[src/rtl/rand_arb_pkg.sv]
// ----------------------------------------------------------------------------
// rand_arb_pkg
// Shared definitions for the random-number arbiter:
//   - state_e        : FSM state encoding (IDLE / DRAW)
//   - MAX_TRIES_DEF  : default rejection-sampling attempt budget
//   - DATA_W         : width of the random byte and per-requester limit
//   - limit_to_mask  : smallest 2^k-1 covering limit-1 (limit 0 means 256)
//   - sample_ok      : sample < limit test with limit 0 treated as 256
// ----------------------------------------------------------------------------
package rand_arb_pkg;

  localparam int unsigned DATA_W        = 8;
  localparam int unsigned MAX_TRIES_DEF = 16;

  typedef enum logic [0:0] {
    ST_IDLE = 1'b0,
    ST_DRAW = 1'b1
  } state_e;

  // limit-1 wraps to 0xFF for limit 0, so "0 means 256" falls out naturally;
  // smearing the top set bit downward yields the covering 2^k-1 mask.
  function automatic logic [DATA_W-1:0] limit_to_mask(input logic [DATA_W-1:0] lim);
    logic [DATA_W-1:0] m;
    m = lim - DATA_W'(1);
    m = m | (m >> 1);
    m = m | (m >> 2);
    m = m | (m >> 4);
    return m;
  endfunction

  function automatic logic sample_ok(input logic [DATA_W-1:0] sample,
                                     input logic [DATA_W-1:0] lim);
    return (lim == '0) || (sample < lim);
  endfunction

endpackage

[src/rtl/rr_pick.sv]
// ----------------------------------------------------------------------------
// rr_pick
// Purely combinational round-robin selector. Searches from (last_gnt+1) mod
// NREQ upward, wrapping to 0.
// Ports:
//   req      in  [NREQ-1:0]  request levels
//   last_gnt in  [IDXW-1:0]  index of the most recent grant
//   winner   out [IDXW-1:0]  selected requester (valid when any_req)
//   any_req  out             at least one request is high
// ----------------------------------------------------------------------------
module rr_pick #(
  parameter int unsigned NREQ = 4,
  parameter int unsigned IDXW = (NREQ > 1) ? $clog2(NREQ) : 1
) (
  input  logic [NREQ-1:0] req,
  input  logic [IDXW-1:0] last_gnt,
  output logic [IDXW-1:0] winner,
  output logic            any_req
);

  logic            hi_found;
  logic            lo_found;
  logic [IDXW-1:0] hi_idx;
  logic [IDXW-1:0] lo_idx;

  // hi_*: first requester above last_gnt; lo_*: first requester overall
  // (the wrap-around candidate when nothing above last_gnt is requesting).
  always_comb begin
    hi_found = 1'b0;
    lo_found = 1'b0;
    hi_idx   = '0;
    lo_idx   = '0;
    for (int j = 0; j < int'(NREQ); j++) begin
      if (req[j]) begin
        if (!hi_found && (IDXW'(j) > last_gnt)) begin
          hi_found = 1'b1;
          hi_idx   = IDXW'(j);
        end
        if (!lo_found) begin
          lo_found = 1'b1;
          lo_idx   = IDXW'(j);
        end
      end
    end
    winner  = hi_found ? hi_idx : lo_idx;
    any_req = |req;
  end

endmodule

[src/rtl/rand_arbiter.sv]
// ----------------------------------------------------------------------------
// rand_arbiter
// Shares one random byte source among NREQ requesters. A round-robin winner
// is chosen in IDLE; in DRAW each cycle's rnd_in is masked and accepted if
// below the winner's latched limit (rejection sampling). After MAX_TRIES
// consecutive rejects the sample is forced in range with mask>>1.
// Ports:
//   clk        in                 system clock, rising edge
//   reset_n    in                 synchronous active-low reset
//   rnd_in     in  [7:0]          fresh random byte every cycle
//   req        in  [NREQ-1:0]     request levels, held until granted
//   limit      in  [8*NREQ-1:0]   per-requester exclusive bound, 0 = 256
//   gnt        out [NREQ-1:0]     one-hot single-cycle grant
//   rnd_out    out [7:0]          granted value, held until next grant
//   rnd_valid  out                single-cycle pulse with gnt
// ----------------------------------------------------------------------------
module rand_arbiter
  import rand_arb_pkg::*;
#(
  parameter int unsigned NREQ      = 4,
  parameter int unsigned MAX_TRIES = MAX_TRIES_DEF
) (
  input  logic                     clk,
  input  logic                     reset_n,
  input  logic [DATA_W-1:0]        rnd_in,
  input  logic [NREQ-1:0]          req,
  input  logic [DATA_W*NREQ-1:0]   limit,
  output logic [NREQ-1:0]          gnt,
  output logic [DATA_W-1:0]        rnd_out,
  output logic                     rnd_valid
);

  localparam int unsigned IDXW = (NREQ > 1) ? $clog2(NREQ) : 1;
  localparam int unsigned TRYW = $clog2(MAX_TRIES + 1);
  localparam logic [TRYW-1:0] LAST_TRY = TRYW'(MAX_TRIES - 1);

  state_e              state_q,   state_d;
  logic [IDXW-1:0]     win_q,     win_d;
  logic [IDXW-1:0]     last_q,    last_d;
  logic [DATA_W-1:0]   lim_q,     lim_d;
  logic [DATA_W-1:0]   mask_q,    mask_d;
  logic [TRYW-1:0]     try_q,     try_d;
  logic [NREQ-1:0]     gnt_q,     gnt_d;
  logic [DATA_W-1:0]   rnd_out_q, rnd_out_d;
  logic                valid_q,   valid_d;

  logic [IDXW-1:0]     pick_idx;
  logic                any_req;
  logic [DATA_W-1:0]   lim_arr [NREQ];
  logic [DATA_W-1:0]   sample;
  logic                accept;

  // Unflatten the per-requester limits.
  for (genvar g = 0; g < int'(NREQ); g++) begin : g_lim
    assign lim_arr[g] = limit[DATA_W*g +: DATA_W];
  end

  rr_pick #(
    .NREQ (NREQ),
    .IDXW (IDXW)
  ) u_rr_pick (
    .req      (req),
    .last_gnt (last_q),
    .winner   (pick_idx),
    .any_req  (any_req)
  );

  assign sample = rnd_in & mask_q;
  assign accept = sample_ok(sample, lim_q);

  // Next-state and registered-output logic.
  always_comb begin
    state_d   = state_q;
    win_d     = win_q;
    last_d    = last_q;
    lim_d     = lim_q;
    mask_d    = mask_q;
    try_d     = try_q;
    gnt_d     = '0;
    valid_d   = 1'b0;
    rnd_out_d = rnd_out_q;

    case (state_q)
      ST_IDLE: begin
        if (any_req) begin
          win_d   = pick_idx;
          lim_d   = lim_arr[pick_idx];
          mask_d  = limit_to_mask(lim_arr[pick_idx]);
          try_d   = '0;
          state_d = ST_DRAW;
        end
      end

      ST_DRAW: begin
        if (!req[win_q]) begin
          // Requester withdrew: abandon without touching last_gnt/rnd_out.
          state_d = ST_IDLE;
        end else if (accept || (try_q == LAST_TRY)) begin
          // On the final reject, mask>>1 is below limit by construction.
          rnd_out_d = accept ? sample : (sample & (mask_q >> 1));
          gnt_d     = NREQ'(1) << win_q;
          valid_d   = 1'b1;
          last_d    = win_q;
          state_d   = ST_IDLE;
        end else begin
          try_d = try_q + TRYW'(1);
        end
      end

      default: state_d = ST_IDLE;
    endcase
  end

  // State and output registers.
  always_ff @(posedge clk) begin
    if (!reset_n) begin
      state_q   <= ST_IDLE;
      win_q     <= '0;
      last_q    <= IDXW'(NREQ - 1);
      lim_q     <= '0;
      mask_q    <= '0;
      try_q     <= '0;
      gnt_q     <= '0;
      rnd_out_q <= '0;
      valid_q   <= 1'b0;
    end else begin
      state_q   <= state_d;
      win_q     <= win_d;
      last_q    <= last_d;
      lim_q     <= lim_d;
      mask_q    <= mask_d;
      try_q     <= try_d;
      gnt_q     <= gnt_d;
      rnd_out_q <= rnd_out_d;
      valid_q   <= valid_d;
    end
  end

  assign gnt       = gnt_q;
  assign rnd_out   = rnd_out_q;
  assign rnd_valid = valid_q;

endmodule

[config.mk]
export PLATFORM = sky130hd
export DESIGN_NAME = rand_arbiter
export DESIGN_NICKNAME = d
export VERILOG_FILES = /design/src/rtl/rand_arb_pkg.sv /design/src/rtl/rr_pick.sv /design/src/rtl/rand_arbiter.sv
export SDC_FILE = /design/constraint.sdc
export NUM_CORES = 1
export LEC_CHECK = 0
export BUFFER_PORTS_ARGS = -buffer_cell sky130_fd_sc_hd__buf_2
export CAP_MARGIN = 10
export CORE_MARGIN = 4
export CORE_UTILIZATION = 53
export CTS_BUF_LIST = sky130_fd_sc_hd__clkbuf_16
export CTS_CLUSTER_DIAMETER = 120
export DETAILED_ROUTE_END_ITERATION = 8
export PLACE_DENSITY = 0.8
export RECOVER_POWER = 25
export SYNTH_ARGS = -nofsm -noshare
export SYNTH_HDL_FRONTEND = slang
export SYNTH_HIERARCHICAL = 1
export SYNTH_SLANG_ARGS = --single-unit
[constraint.sdc]
create_clock -name clk -period 3.6 [get_ports clk]
set_input_delay 0.72 -clock clk [delete_from_list [all_inputs] [get_ports clk]]
set_output_delay 0.72 -clock clk [all_outputs]
set_load 0.02 [all_outputs]
==> results.md, run 1 <==
* Sequential power share at 35.1%
* Hold_buf cts at 0
* Initial antenna violation count at 0
* Fillers at between 300 and 400
* Die height at 74.8 µm
* Status: finished, final reports clean
* Final GP Congestion at 0.783
* Largest net degree at the start of global routing at 48
* Initial core utilization at 54.6%
* Setup Total Neg Slack at 0 ns
* Leakage at about 1.2 nW
* Antenna Nets Post-Route at 0
* WS Path Type: in2reg
* H-tree levels at 2
* CTS clk-pin slew, worst paths at about 0.06 ns
* DR top layer: met4
* Design Power at 0.00144 W
* Startpoint Class: input port
* Post-CTS resize count at 0
* Gr ovfl total at 0
* Clock Latency Late Sink at 0.28 ns
* Avg Cell Area, Syn at between 8 and 9 µm²
* Power Density at roughly 500 nW/µm²
* Post-synth EDFFs at 0
* Multi-input gate area at 1480 µm²
* Worst slew margin at 46.4%
* Final period util at 90.7%
* CTS tree: done
* Tmin final at between 3 and 4 ns
* Number of global-route vias before repair at 2099
* Peak supply drop at 268 µV
* NumNets Final at 377
* Clock buffer depth at 2
* Worst Max-Slew Pin Slew at between 0.8 and 0.9 ns
* GRT Util Overall at 21.1%
* Met1 Wirelength at 2450 µm
* Core area at 4320 µm²
* Buffers on Ports at 58
* Final Hold Fails at 0
* Logic pwr share at 30.1%
* First DRT Iteration DRCs at roughly 140
* Hold WS at about 0.45 ns
* Register area at 781 µm²
* Setup bufs post-CTS at 0
* Clk pwr share at a little over a third
* #FFs+latches synth at 39
* Synth async-reset ratio at 0%
* Vias at around 2100
* Critical path cell sequence: buf_2, nor2b_1, a21oi_1, o221ai_2, buf_12, mux4_1, inv_1, ha_1, nand2_1, or3_1, o311a_1, nor4_4, a31oi_1
* Critical Path AT at 3.42 ns
* Max frequency at 306 MHz
* DRC viols at 0
* Routed vias/inst at 5.72
* Post-Syn Instances at around 260
* Sequential element share of the synthesized area at 33.1%
* NetSw at about 0.00045 W
* Clock Skews at about 0.0044 ns
* Syn_nets at 319
* Met3 wire length at 342 µm
* Fraction of layout cells with a size suffix above 1 at between 20% and 30%
* Max Cap Viol at 0
* Ys flop type: dfxtp_1
* Design area at 2870 µm²
* Detailed Place HPWL at 4070 µm
* CTS Sinks at 39
* IO Pins at 59
* Root Driver: clkbuf_16
* Cell variety after synth at between 50 and 60
* DR WL/cell at 14.3 µm
* Clock buffer count from CTS at 5
* Endpoints failing setup at 0
* CP max-delay cell: mux4_1
* Crit path capture type: flop
* Synthesized cell area at 2360 µm²
* Internal power at a little under 0.001 W
* Worst Path Max Fanout at 9
* Net Sw Frac at roughly a third
* Die span in x at 74.8 µm
* ANT cells at 0
* Yosys warning total at 6
* Die footprint at 5590 µm²
* Max-slew violation count at 0
* WP data required at 3.75 ns
* Pre-Repair DR Iteration Count at 4
* HP Class: reg2reg
* Area grow syn2layout at 21.3%
* RSZ-0062 raised after global routing: no
* Met2 wire len at about 2500 µm
* First-pass GRT wire length at between 9000 and 10000 µm
* Rows at 24
* Placed instance area at 2720 µm²
* Final WL at 5360 µm
* Slowest stage delay, CP at 0.64 ns
==> layout make-up <==
| cell class | instances | area share [%] |
|---|---|---|
| well taps | 52 | 2.27 |
| multi-input cells | 199 | 51.5 |
| flip-flops and latches | 39 | 27.2 |
| clock inverters | 3 | 1.48 |
| inverters | 12 | 1.57 |
| clock buffers | 5 | 4.36 |
| repair buffers | 64 | 11.6 |
==> cell families (layout without fill, tap and decap cells) <==
kind of cell             count (synthesis)  after routing  share of synthesized area (%)
adder cells (fa/ha/maj)                 11             11                           5.72
AO/OA/AOI/OAI                           62             62                           19.0
buffers and inverters                   25             84                           4.45
XOR/XNOR                                 2              2                           1.06
AND/OR/NAND/NOR                        108            108                           24.6
multiplexers                            16             16                           12.2
flip-flops                              39             39                           33.1
==> power by group through the flow <==
stage	registers, W	clock network (W)	logic, W
2_1_floorplan	0.000509	0	0.000316
3_3_place_gp	0.000512	0	0.000418
3_5_place_dp	0.000514	0	0.000430
4_1_cts	0.000505	0.000508	0.000433
5_1_grt	0.000513	0.000523	0.000485
6_report	0.000505	0.000499	0.000432
==> layer usage <==
metal | vias to the layer above | GRT usage (%)
li1 | 1079 | -
met1 | 983 | 26.8
met2 | 71 | 35.9
met3 | 7 | 4.54
met4 | 0 | 6.52
met5 | - | 0
==> state kept, by name, indices dropped and copies added, names as in the netlist <==
name / count
gnt: 4
last_q: 2
lim_q: 8
mask_q: 8
rnd_out: 8
rnd_valid: 1
state_q: 1
try_q: 5
win_q: 2
==> layout by cell type, fill, tap and decap left out, types with 8 or more instances in the layout <==
master    instances
nor2_1           13
nand2b_1          8
ha_1             10
clkbuf_1         13
and3_1            9
inv_1            12
o21ai_0          15
buf_2            45
dfxtp_1          39
nand2_1          40
a21boi_0         11
==> synthesized netlist by cell type, drive strengths merged, types with 8 or more instances <==
| cell | n | area (µm²) |
|---|---|---|
| a21boi | 11 | 82.6 |
| mux4 | 9 | 218 |
| dfxtp | 39 | 781 |
| nand2b | 8 | 50.1 |
| clkbuf | 9 | 33.8 |
| inv | 12 | 45.0 |
| nor2 | 14 | 55.1 |
| ha | 10 | 125 |
| o21ai | 15 | 75.1 |
| nand2 | 40 | 150 |
| and3 | 9 | 56.3 |
==> worst max-delay path, delay by kind of cell <==
kind,cells,cell delay [ns]
and+or+nand+nor,4,0.79
buffers and inverters,3,0.41
AOI/OAI and AO/OA,4,0.59
adders and majority gates,1,0.26
muxes,1,0.64
==> through the flow <==
step / setup WS [ns] / utilization [%] / instances
5_1_grt: 0.133 / 66.3 / 374
3_3_place_gp: 0.163 / 62.8 / 366
6_report: 0.336 / 66.3 / 374
2_1_floorplan: 0.407 / - / 263
3_5_place_dp: 0.0401 / 62.8 / 366
4_1_cts: 0.332 / 66.7 / 374
==> path summary, 6_finish.rpt <==
path                            slack [ns]               startpoint                 endpoint  cells after the start
worst max register to register        0.48   last_q[1]$_SDFFE_PN1P_   mask_q[1]$_SDFFE_PN0P_                     12
worst min register to register        0.45  rnd_out[1]$_SDFFE_PN0P_  rnd_out[1]$_SDFFE_PN0P_                      2
worst max-delay path                  0.34                   req[3]   mask_q[1]$_SDFFE_PN0P_                     13
worst min-delay path                  0.45  rnd_out[1]$_SDFFE_PN0P_  rnd_out[1]$_SDFFE_PN0P_                      2
Note: power is estimated with default switching activity, not from simulation.
==> run 2: changes to the inputs <==
--- a/config.mk
+++ b/config.mk
@@ -5,7 +5,7 @@
 export SDC_FILE = /design/constraint.sdc
 export NUM_CORES = 1
 export LEC_CHECK = 0
-export BUFFER_PORTS_ARGS = -buffer_cell sky130_fd_sc_hd__buf_2
+export BUFFER_PORTS_ARGS = -buffer_cell sky130_fd_sc_hd__buf_4
 export CAP_MARGIN = 10
 export CORE_MARGIN = 4
 export CORE_UTILIZATION = 53
==> run 2 against run 1 <==
  * Critical path depth decreased by 2
  * Via count is 0.28% lower
  * Cell area increased by 3.8%
  * Die area unchanged
  * Largest cell class unchanged
  * Total power grew 0.15%
==> results.md, run 2 (synthesized netlist as in run 1, its figures left out) <==
* Die height at 74.8 µm (unchanged)
* Final period util at 90.2% (-0.50 points)
* WP buf/inv at 2 (-1)
* Min-delay src: rnd_out[0]$_SDFFE_PN0P_
* Vias at 2134 (-0.28%)
* DRC viols at 0 (unchanged)
* Status: finished, final reports clean
* Worst slew margin at 48.7% (+2.3 points)
* Routed vias/inst at 5.71 (-0.28%)
* Setup ws final at 0.354 ns (+0.0180 ns)
* Buffers on Ports at 58 (unchanged)
* Die footprint at 5590 µm² (unchanged)
* Power Density at 484 nW/µm² (-3.5%)
* Design area at 2980 µm² (+3.8%)
* Fillers at 380 (+5.6%)
* Fraction of layout cells with a size suffix above 1 at 23.3% (unchanged)
* First-pass GRT wire length at 9180 µm (-0.22%)
* Pre-CTS setup slack at 0.103 ns (+0.0630 ns)
* Critical path cell sequence: buf_4, nor2b_1, a21oi_1, o221ai_2, buf_12, mux4_1, nor4_1, mux2i_1, o311a_1, nor4_4, a31oi_1
* First DRT Iteration DRCs at 113 (-19%)
* Endpoints failing setup at 0 (unchanged)
* Final GP Congestion at 0.826 (+5.5%)
* CP max-delay cell: mux4_1
* Setup bufs post-CTS at 0 (unchanged)
* Number of global-route vias before repair at 2077 (-1.0%)
* Root Driver: clkbuf_16
* Max Cap Viol at 0 (unchanged)
* Pre-Repair DR Iteration Count at 4 (unchanged)
* Clock buffer depth at 2 (unchanged)
* CTS clk-pin slew, worst paths at 0.05 ns (about the same)
* Most common cell after layout, fill and taps aside: buf_4
* Hold WS at 0.458 ns (+0.00340 ns)
* CTS Sinks at 39 (unchanged)
* CTS tree: done
* Post-CTS resize count at 0 (unchanged)
* DR WL/cell at 14.6 µm (+2.0%)
* Core area at 4320 µm² (unchanged)
* IO Pins at 59 (unchanged)
* Tmin final at 3.25 ns (-0.0180 ns)
* Gr ovfl total at 0 (unchanged)
* Register area at 781 µm² (unchanged)
* Delay-heaviest family, CP: simple AND/OR/NAND/NOR gates
* GRT Util Overall at 21.1% (-0.037 points)
* Final Hold Fails at 0 (unchanged)
* Critical Path AT at 3.39 ns (-0.03 ns)
* Leakage at 1.25 nW (+3.2%)
* Worst Path Max Fanout at 9 (unchanged)
* RSZ-0062 raised after global routing: no
* Die span in x at 74.8 µm (unchanged)
* NumNets Final at 377 (unchanged)
* Initial core utilization at 54.6% (unchanged)
* Setup Total Neg Slack at 0 ns (unchanged)
* Commonest cells after routing, fill and taps aside: buf_4 (50), nand2_1 (40), dfxtp_1 (39)
* HP Class: reg2reg
* WP data required at 3.75 ns (about the same)
* Worst setup path start: req[3]
* Detailed Place HPWL at 4160 µm (+2.1%)
* Clock buffer count from CTS at 5 (unchanged)
* Clock Skews at 0.00250 ns (-0.00194 ns)
* R2r startpoint: last_q[1]$_SDFFE_PN1P_
* Initial antenna violation count at 0 (unchanged)
* Rows at 24 (unchanged)
* Slowest stage delay, CP at 0.64 ns (about the same)
* Startpoint Class: input port
* Max frequency at 308 MHz (+0.55%)
* Hold_buf cts at 0 (unchanged)
* ANT cells at 0 (unchanged)
* Antenna Nets Post-Route at 0 (unchanged)
* Placed instance area at 2860 µm² (+5.3%)
* Peak supply drop at 206 µV (-23%)
* Multi-input gate area at 1480 µm² (unchanged)
* WS Path Type: in2reg
* Largest net degree at the start of global routing at 48 (unchanged)
* Worst Max-Slew Pin Slew at 0.769 ns (-0.0351 ns)
* H-tree levels at 2 (unchanged)
* Final WL at 5460 µm (+2.0%)
* Clock Latency Late Sink at 0.28 ns (about the same)
* Max-slew violation count at 0 (unchanged)
* Crit path capture type: flop
* Area grow syn2layout at 26.0%
## run 2: per-layer routing
metal,vias to the layer above,global-route usage (%),part of all wire (%)
li1,1075,-,-
met1,975,26.2,44
met2,79,36.8,48
met3,5,4.81,6.3
met4,0,5.53,1.1
met5,-,0,0
## run 2: final timing paths
path / endpoint / depth (start not counted) / slack (ns)
worst max-delay path: mask_q[0]$_SDFFE_PN0P_ / 11 / 0.35
worst max register to register: mask_q[0]$_SDFFE_PN0P_ / 10 / 0.49
worst min register to register: rnd_out[0]$_SDFFE_PN0P_ / 2 / 0.46
worst min-delay path: rnd_out[0]$_SDFFE_PN0P_ / 2 / 0.46
## run 2: worst min-delay path: cells and delay by family (launching register included)
kind / cells / cell delay, ns
flops: 1 / 0.30
compound gates: 1 / 0.06
simple gates: 1 / 0.05
## run 2: where the power goes
part	switching [W]	leakage [nW]	internal, W
combinational	0.000246	0.848	0.000200
clock	0.000164	0.0812	0.000323
sequential	0.0000356	0.320	0.000471
## run 2: final cells by class
class                   instances  share of cell area [%]
clock buffers                   5                    4.21
clock inverters                 3                    1.30
inverters                      12                    1.51
multi-input cells             199                    49.6
flip-flops and latches         39                    26.2
well taps                      52                    2.19
repair buffers                 64                    14.9
## run 2: stage by stage
| step | std cells | utilization (%) | power (W) |
|---|---|---|---|
| global placement | 366 | 66.1 | 0.000948 |
| CTS | 374 | 69.9 | 0.00145 |
| global route | 374 | 68.8 | 0.00151 |
| finish | 374 | 68.8 | 0.00144 |
| floorplan | 263 | - | 0.000825 |
| detailed placement | 366 | 66.1 | 0.000960 |
